$ cat config.mk
export PLATFORM = sky130hd
export DESIGN_NAME = solve_ctrl
export DESIGN_NICKNAME = d
export VERILOG_FILES = /design/src/rtl/solve_ctrl.sv
export SDC_FILE = /design/constraint.sdc
export NUM_CORES = 1
export LEC_CHECK = 0
export CORE_MARGIN = 3
export CORE_UTILIZATION = 30
export DETAILED_ROUTE_END_ITERATION = 8
export HOLD_SLACK_MARGIN = 0.08
export PLACE_DENSITY = 0.67
export SYNTH_ARGS = -nofsm -noshare
export SYNTH_HDL_FRONTEND = slang
export SYNTH_SLANG_ARGS = --single-unit
$ cat constraint.sdc
create_clock -name clk -period 7.5 [get_ports clk]
set_input_delay 0.75 -clock clk [delete_from_list [all_inputs] [get_ports clk]]
set_output_delay 0.75 -clock clk [all_outputs]
set_load 0.02 [all_outputs]
$ cat src/rtl/solve_ctrl.sv
// Solve sequencer: store initial cube, then alternate network inference and move application.
// Optional SOLVE_TIMEOUT_EN adds a handshake watchdog that fails the solve after TIMEOUT_CYCLES.
module solve_ctrl #(
    parameter int STATE_W        = 120,
    parameter int MOVE_W         = 4,
    parameter int MAX_STEPS      = 10,
    parameter int TIMEOUT_CYCLES = 1024,
    localparam int CNT_W         = $clog2(MAX_STEPS + 1),
    localparam int AW            = (MAX_STEPS > 1) ? $clog2(MAX_STEPS) : 1
) (
    input  logic               clk,
    input  logic               rst,
    input  logic               run,
    input  logic               abort,
    input  logic [STATE_W-1:0] init_state,
    output logic               cube_store,
    output logic               cube_load,
    output logic [MOVE_W-1:0]  cube_move,
    input  logic               cube_valid,
    input  logic               cube_solved,
    input  logic [STATE_W-1:0] cube_state,
    output logic               net_start,
    output logic [STATE_W-1:0] net_state,
    input  logic               net_valid,
    input  logic [MOVE_W-1:0]  net_move,
    input  logic [AW-1:0]      hist_rd_addr,
    output logic [MOVE_W-1:0]  hist_rd_data,
    output logic [CNT_W-1:0]   step_cnt,
    output logic               busy,
    output logic               done,
    output logic [1:0]         fail_code,
    output logic [2:0]         state_out
);

    typedef enum logic [2:0] {
        S_IDLE    = 3'd0,
        S_STORE   = 3'd1,
        S_NETWORK = 3'd2,
        S_APPLY   = 3'd3,
        S_FINISH  = 3'd4,
        S_FAIL    = 3'd5
    } state_e;

    state_e             state_q, state_d;
    logic               cube_store_q, cube_store_d;
    logic               cube_load_q, cube_load_d;
    logic               net_start_q, net_start_d;
    logic [MOVE_W-1:0]  cube_move_q, cube_move_d;
    logic [STATE_W-1:0] net_state_q, net_state_d;
    logic [MOVE_W-1:0]  hist_rd_data_q, hist_rd_data_d;
    logic [CNT_W-1:0]   step_cnt_q, step_cnt_d;
    logic [1:0]         fail_code_q, fail_code_d;
    logic [MOVE_W-1:0]  hist_q [MAX_STEPS];
    logic [MOVE_W-1:0]  hist_d [MAX_STEPS];
    logic [CNT_W-1:0]   step_inc;
    logic               in_wait;
    logic               timeout;

    // The cube engine captures init_state itself on the cube_store pulse.
    logic unused_init;
    assign unused_init = ^init_state;

    assign in_wait = (state_q == S_STORE) || (state_q == S_NETWORK) ||
                     (state_q == S_APPLY);
    assign step_inc = step_cnt_q + CNT_W'(1);

`ifdef SOLVE_TIMEOUT_EN
    localparam int TW = $clog2(TIMEOUT_CYCLES + 1);
    logic [TW-1:0] wd_q, wd_d;

    assign timeout = in_wait && (wd_q == TW'(TIMEOUT_CYCLES - 1));

    always_comb begin
        wd_d = '0;
        if (state_d == state_q && in_wait) begin
            wd_d = wd_q + TW'(1);
        end
    end

    always_ff @(posedge clk or posedge rst) begin
        if (rst) begin
            wd_q <= '0;
        end else begin
            wd_q <= wd_d;
        end
    end
`else
    localparam int unused_timeout = TIMEOUT_CYCLES;
    assign timeout = 1'b0;
`endif

    always_comb begin
        state_d      = state_q;
        cube_store_d = 1'b0;
        cube_load_d  = 1'b0;
        net_start_d  = 1'b0;
        cube_move_d  = cube_move_q;
        net_state_d  = net_state_q;
        step_cnt_d   = step_cnt_q;
        fail_code_d  = fail_code_q;
        hist_d       = hist_q;
        if (abort) begin
            state_d = S_IDLE;
        end else begin
            case (state_q)
                S_IDLE, S_FINISH, S_FAIL: begin
                    if (run) begin
                        state_d      = S_STORE;
                        cube_store_d = 1'b1;
                        step_cnt_d   = '0;
                        fail_code_d  = 2'd0;
                    end
                end
                S_STORE: begin
                    if (cube_valid) begin
                        net_state_d = cube_state;
                        if (cube_solved) begin
                            state_d = S_FINISH;
                        end else begin
                            state_d     = S_NETWORK;
                            net_start_d = 1'b1;
                        end
                    end else if (timeout) begin
                        state_d     = S_FAIL;
                        fail_code_d = 2'd2;
                    end
                end
                S_NETWORK: begin
                    if (net_valid) begin
                        cube_move_d = net_move;
                        for (int i = 0; i < MAX_STEPS; i++) begin
                            if (step_cnt_q == CNT_W'(i)) begin
                                hist_d[i] = net_move;
                            end
                        end
                        state_d     = S_APPLY;
                        cube_load_d = 1'b1;
                    end else if (timeout) begin
                        state_d     = S_FAIL;
                        fail_code_d = 2'd2;
                    end
                end
                S_APPLY: begin
                    if (cube_valid) begin
                        step_cnt_d  = step_inc;
                        net_state_d = cube_state;
                        // Solved on the final budgeted move still counts as a finish.
                        if (cube_solved) begin
                            state_d = S_FINISH;
                        end else if (step_inc == CNT_W'(MAX_STEPS)) begin
                            state_d     = S_FAIL;
                            fail_code_d = 2'd1;
                        end else begin
                            state_d     = S_NETWORK;
                            net_start_d = 1'b1;
                        end
                    end else if (timeout) begin
                        state_d     = S_FAIL;
                        fail_code_d = 2'd2;
                    end
                end
                default: state_d = S_IDLE;
            endcase
        end
    end

    always_comb begin
        hist_rd_data_d = '0;
        for (int i = 0; i < MAX_STEPS; i++) begin
            if (hist_rd_addr == AW'(i)) begin
                hist_rd_data_d = hist_q[i];
            end
        end
    end

    always_ff @(posedge clk or posedge rst) begin
        if (rst) begin
            state_q        <= S_IDLE;
            cube_store_q   <= 1'b0;
            cube_load_q    <= 1'b0;
            net_start_q    <= 1'b0;
            cube_move_q    <= '0;
            net_state_q    <= '0;
            hist_rd_data_q <= '0;
            step_cnt_q     <= '0;
            fail_code_q    <= 2'd0;
            for (int i = 0; i < MAX_STEPS; i++) begin
                hist_q[i] <= '0;
            end
        end else begin
            state_q        <= state_d;
            cube_store_q   <= cube_store_d;
            cube_load_q    <= cube_load_d;
            net_start_q    <= net_start_d;
            cube_move_q    <= cube_move_d;
            net_state_q    <= net_state_d;
            hist_rd_data_q <= hist_rd_data_d;
            step_cnt_q     <= step_cnt_d;
            fail_code_q    <= fail_code_d;
            for (int i = 0; i < MAX_STEPS; i++) begin
                hist_q[i] <= hist_d[i];
            end
        end
    end

    assign cube_store   = cube_store_q;
    assign cube_load    = cube_load_q;
    assign net_start    = net_start_q;
    assign cube_move    = cube_move_q;
    assign net_state    = net_state_q;
    assign hist_rd_data = hist_rd_data_q;
    assign step_cnt     = step_cnt_q;
    assign fail_code    = fail_code_q;
    assign busy         = in_wait;
    assign done         = (state_q == S_FINISH);
    assign state_out    = state_q;

endmodule
**Yosys cells after proc, flatten, opt, wreduce, memory -nomap -nowiden**

Index checks and enable logic that the tools add are counted.

- Register bits: 180
- Latch bits: 0
- Bits in writable memories: 0
- ROM bits: 0
- Bits of input ports: 255
- Output and inout bits: 142
- Logic and storage cells: 116
- Memories kept: 0

- Add/subtract/negate cells: 1
- Multiply operators: 0
- Div/mod/pow operators: 0
- Magnitude comparators: 0
- Equality and inequality tests: 32
- Shift-type cells: 0
- Multiplexer cells: 40
- Bitwise logic cells: 1
- Reduce and logical (&&, ||, !) cells: 23

Operators with widths:

| cell | count |
|---|---|
| $mux 4 | 12 |
| $reduce_and 4->1 | 12 |
| $eq 4x3->1 const B | 8 |
| $mux 3 | 8 |
| $eq 4x4->1 const B | 5 |
| $eq 4x2->1 const B | 4 |
| $mux 1 | 12 |
| $ne 3x3->1 const B | 4 |
| $pmux 3 s4 | 1 |
| $eq 4x1->1 const B | 2 |
| $logic_not 4->1 | 2 |
| $mux 2 | 4 |
| $pmux 4 s2 | 1 |
| $eq 3x2->1 const B | 2 |
| $eq 3x3->1 const B | 2 |
| $ne 2x2->1 const B | 3 |
| $reduce_and 3->1 | 2 |
| $reduce_and 6->1 | 1 |
| $add 4x1->4 const B | 1 |
| $pmux 2 s2 | 1 |
| $eq 3x1->1 const B | 1 |
| $logic_not 3->1 | 1 |
| $reduce_or 3->1 | 1 |
| $logic_or 1x1->1 | 2 |
| 5 further kinds | 5 |

**Logic depth before layout (Yosys ltp)**

- Depth after elaboration: 11
- Depth in mapped cells: 8
- Mapped depth without buffers: 5

**Worst setup path before layout**

Ideal clock, no wire load.

- Kind: input to register
- From: input port abort
- To: register hist_q[28] (netlist bit)
- Setup time: 0.125 ns
- Arrival time: 2.199 ns
- Data required time: 7.375 ns
- Setup slack: 5.176 ns
- Stages on the path: 7
- Buffers on the path: 2
- Cells stage by stage: or2_1 or3_1 buf_6 clkinv_2 buf_12 and4_4 mux2_2

- Cells in the longest elaborated chain, start to end: 2

Ends and longest elaborated chain:

| element | RTL line | text |
|---|---|---|
| from (decl) | 14 | `input logic abort,` |
| $not 1->1 (no line) | - |  |
| $reduce_and 4->1 (no line) | - |  |
| to (signal, indexed assignment) | 201 | `hist_q[i] <= hist_d[i];` |
| to (decl) | 53 | `logic [MOVE_W-1:0] hist_q [MAX_STEPS];` |

No other way between the ends.
A chain may end at the register's enable or synchronous reset.

**Final worst setup path**

- From: input port abort
- To: register net_state_q[1] (netlist: net_state[1])

- Cells in the longest elaborated chain, start to end: 2

Ends and longest elaborated chain:

| element | RTL line | text |
|---|---|---|
| $not 1->1 (no line) | - |  |
| $reduce_and 3->1 (no line) | - |  |
| to (signal assigned) | 196 | `net_state_q <= net_state_d;` |
| to (decl) | 49 | `logic [STATE_W-1:0] net_state_q, net_state_d;` |

No other way between the ends.

==> run metrics <==
status=finished, final reports clean; Initial Util=30.99%; met3 usage=5.935%; Main synth FF type=dfrtp_1; remaining global-route overflow=0; setup bufs post-CTS=0; Setup CP Type=input port to register; Die Ht=163.1 um; critical path's top delay family=buffers and inverters; drt wl/cell=17.04 um; crit end category=register; P_sw=1.080 mW; Mapped Area=0.007405 sq mm; first-pass GRT wire length=29640 um; initial antenna violation count=0; final worst setup slack=4.317 ns; Crit path depth=5; Fin. Hold Viols=0; Pre-antenna DRT Iters=4; Root Driver=clkbuf_16; largest net degree at the start of global routing=103; met1 Use GR=16.78%; Hold/Removal Path Class=register to register; initial drt markers=223; GRT Max-Usage Layer=met2; crit-path max cell delay=0.82 ns; most frequent cells in the layout=clkdlybuf4s50_1 (275), dfrtp_1 (179), mux2_2 (156), nand2_1 (25), clkbuf_16 (17); MaxCap Viol Count=0; met2 Use GR=23.57%; DPL Wire Length=13370 um; vias in the first global route=5555; Worst EP arrival=3.48 ns; Die X-Extent=163.1 um; Post-route DRC=0; Final Max Slew Viols=0; routability cong.=0.7786; share of post-route cells with drive strength above 1=26.40%; Post-synth EDFFs=0; Setup Viol. Count Final=0; syn_nets=765; setup TNS=0 ns; RSZ-0062 raised after global routing=false; area of the core=0.02389 sq mm; Internal=2.262 mW; crit path time final=3.183 ns; Area Growth Syn to Fin=48.39%; Antenna Cells=0; Startpoint Class=input port; Rows=56; VDD IR max=0.1644 mV; DRT antenna net count=0; switching share of power=32.31%; Num CTS Buffers=17; yosys warns=0; Slew HR=30.94%; P_leak=4.573 nW; Worst Skew=0.01258 ns; Final Cycle Share=42.45%; sequential fraction of the synthesis area=60.49%; distinct cell type count of the synthesized netlist=48; setup slack at placement=3.900 ns; Port Buffer Count=275; clock buffer depth=2; fmax=314.1 MHz; drt via density=4.635; Nets=1031; post-CTS sizing=0; critical path's slowest cell=buf_4; Post-Syn Instances=505; Syn Area/Cell=14.66 sq um; fill cell count=2153; Logic pwr share=34.1%; cell area power density=304.1 mW/mm^2; ys async rst share=100.0%; Clock Sink Count=179; worst path required time=7.80 ns; crit path buf inv count=3; clk slew on worst S/H paths=0.07 ns; H-Tree Depth=4; cts hold-fix bufs=0; IO Count=397; TritonCTS clock tree=done; share of power burned in registers=39.4%; Reg2Reg Depth=4; CP Max Fanout=69; die area=0.02660 sq mm; Seq cells post-synth=179; clock network power share=26.5%; clock latency on the worst-skew pair=0.42 ns; Hold Path Depth=2; CP cell instances=clkdlybuf4s50_1, inv_1, and3_4, buf_4, mux2_2; Vias=5112; actual slew at the worst max-slew pin=1.036 ns; commonest non-fill, non-tap cell in the layout=clkdlybuf4s50_1; total track usage=14.05%; total wire length=18800 um
## worst reg2reg max path, delay by kind of cell (launching register included)
| family | cells | cell delay (ns) |
|---|---|---|
| flops | 1 | 0.50 |
| buf+inv | 1 | 0.87 |
| simple gates | 2 | 1.20 |
| mux | 1 | 0.47 |
## cell families after synthesis
group	share of synthesized area, %
AOI/OAI and AO/OA	3.785
adders and majority gates	0.8449
buffers and inverters	3.025
DFF	60.49
muxes	26.09
other	0.05064
and+or+nand+nor	5.712
## worst paths after layout
check	startpoint	end	slack, ns
min in group asynchronous	rst	net_state[114]	0.85
max in group asynchronous	rst	net_state[79]	4.92
min	cube_move[2]	cube_move[2]	0.49
max	abort	net_state[1]	4.32
max reg2reg	state_out[0]	net_state[1]	4.34
min reg2reg	cube_move[2]	cube_move[2]	0.49
## sequential cells by signal, summed over array words and instances (netlist names)
signal / count
cube_move: 4
step_cnt: 4
fail_code: 1
hist_q: 40
net_start: 1
net_state: 120
cube_load: 1
cube_store: 1
hist_rd_data: 4
state_out: 3
## layer usage
layer	share of wire (%)	vias to the layer above	wire, um
met1	41	2547	7669
met2	49	190	9294
li1	-	2351	-
met4	1.7	0	312
met3	8.1	24	1524
met5	0	-	0
## stage by stage
step | total power, mW | instance area [sq um] | hold slack, ns | util [%] | instances
finish | 3.342 | 10990 | 0.4881 | 45.99 | 1103
global route | 3.513 | 10990 | 0.5102 | 45.99 | 1103
CTS | 3.403 | 10990 | 0.4937 | 45.99 | 1103
detailed placement | 2.486 | 10400 | 0.4719 | 43.53 | 1071
global placement | 2.471 | 10400 | 0.4758 | 43.53 | 1071
floorplan | 1.870 | 7405 | 0.4723 | - | 505
## area by class of cell
cell class,instances,area [sq um],share of cell area [%]
Inverter,11,47.55,0.4327
Clock buffer,17,425.4,3.872
Sequential cell,179,4479,40.77
Tap cell,319,399.1,3.632
Multi-Input combinational cell,285,2706,24.63
Clock inverter,15,162.7,1.480
Timing Repair Buffer,277,2768,25.19
## power by group through the flow
stage | Combinational (mW) | Clock [mW] | Sequential, mW
floorplan | 0.261 | 0 | 1.61
global placement | 1.15 | 0 | 1.33
detailed placement | 1.15 | 0 | 1.33
CTS | 1.16 | 0.927 | 1.32
global route | 1.20 | 0.960 | 1.35
finish | 1.14 | 0.887 | 1.32
## cell usage after synthesis, drive strengths merged (6+ instances only)
cell    number  area, sq um
nand2       25        93.84
inv         10        37.54
o21ai        6        30.03
clkbuf      11        41.29
buf         19        140.1
mux2i        7        70.07
dfrtp      179         4479
nor2         7        26.28
a21oi        9        45.04
mux2       160         1817
(Power assumes the default switching activity.)
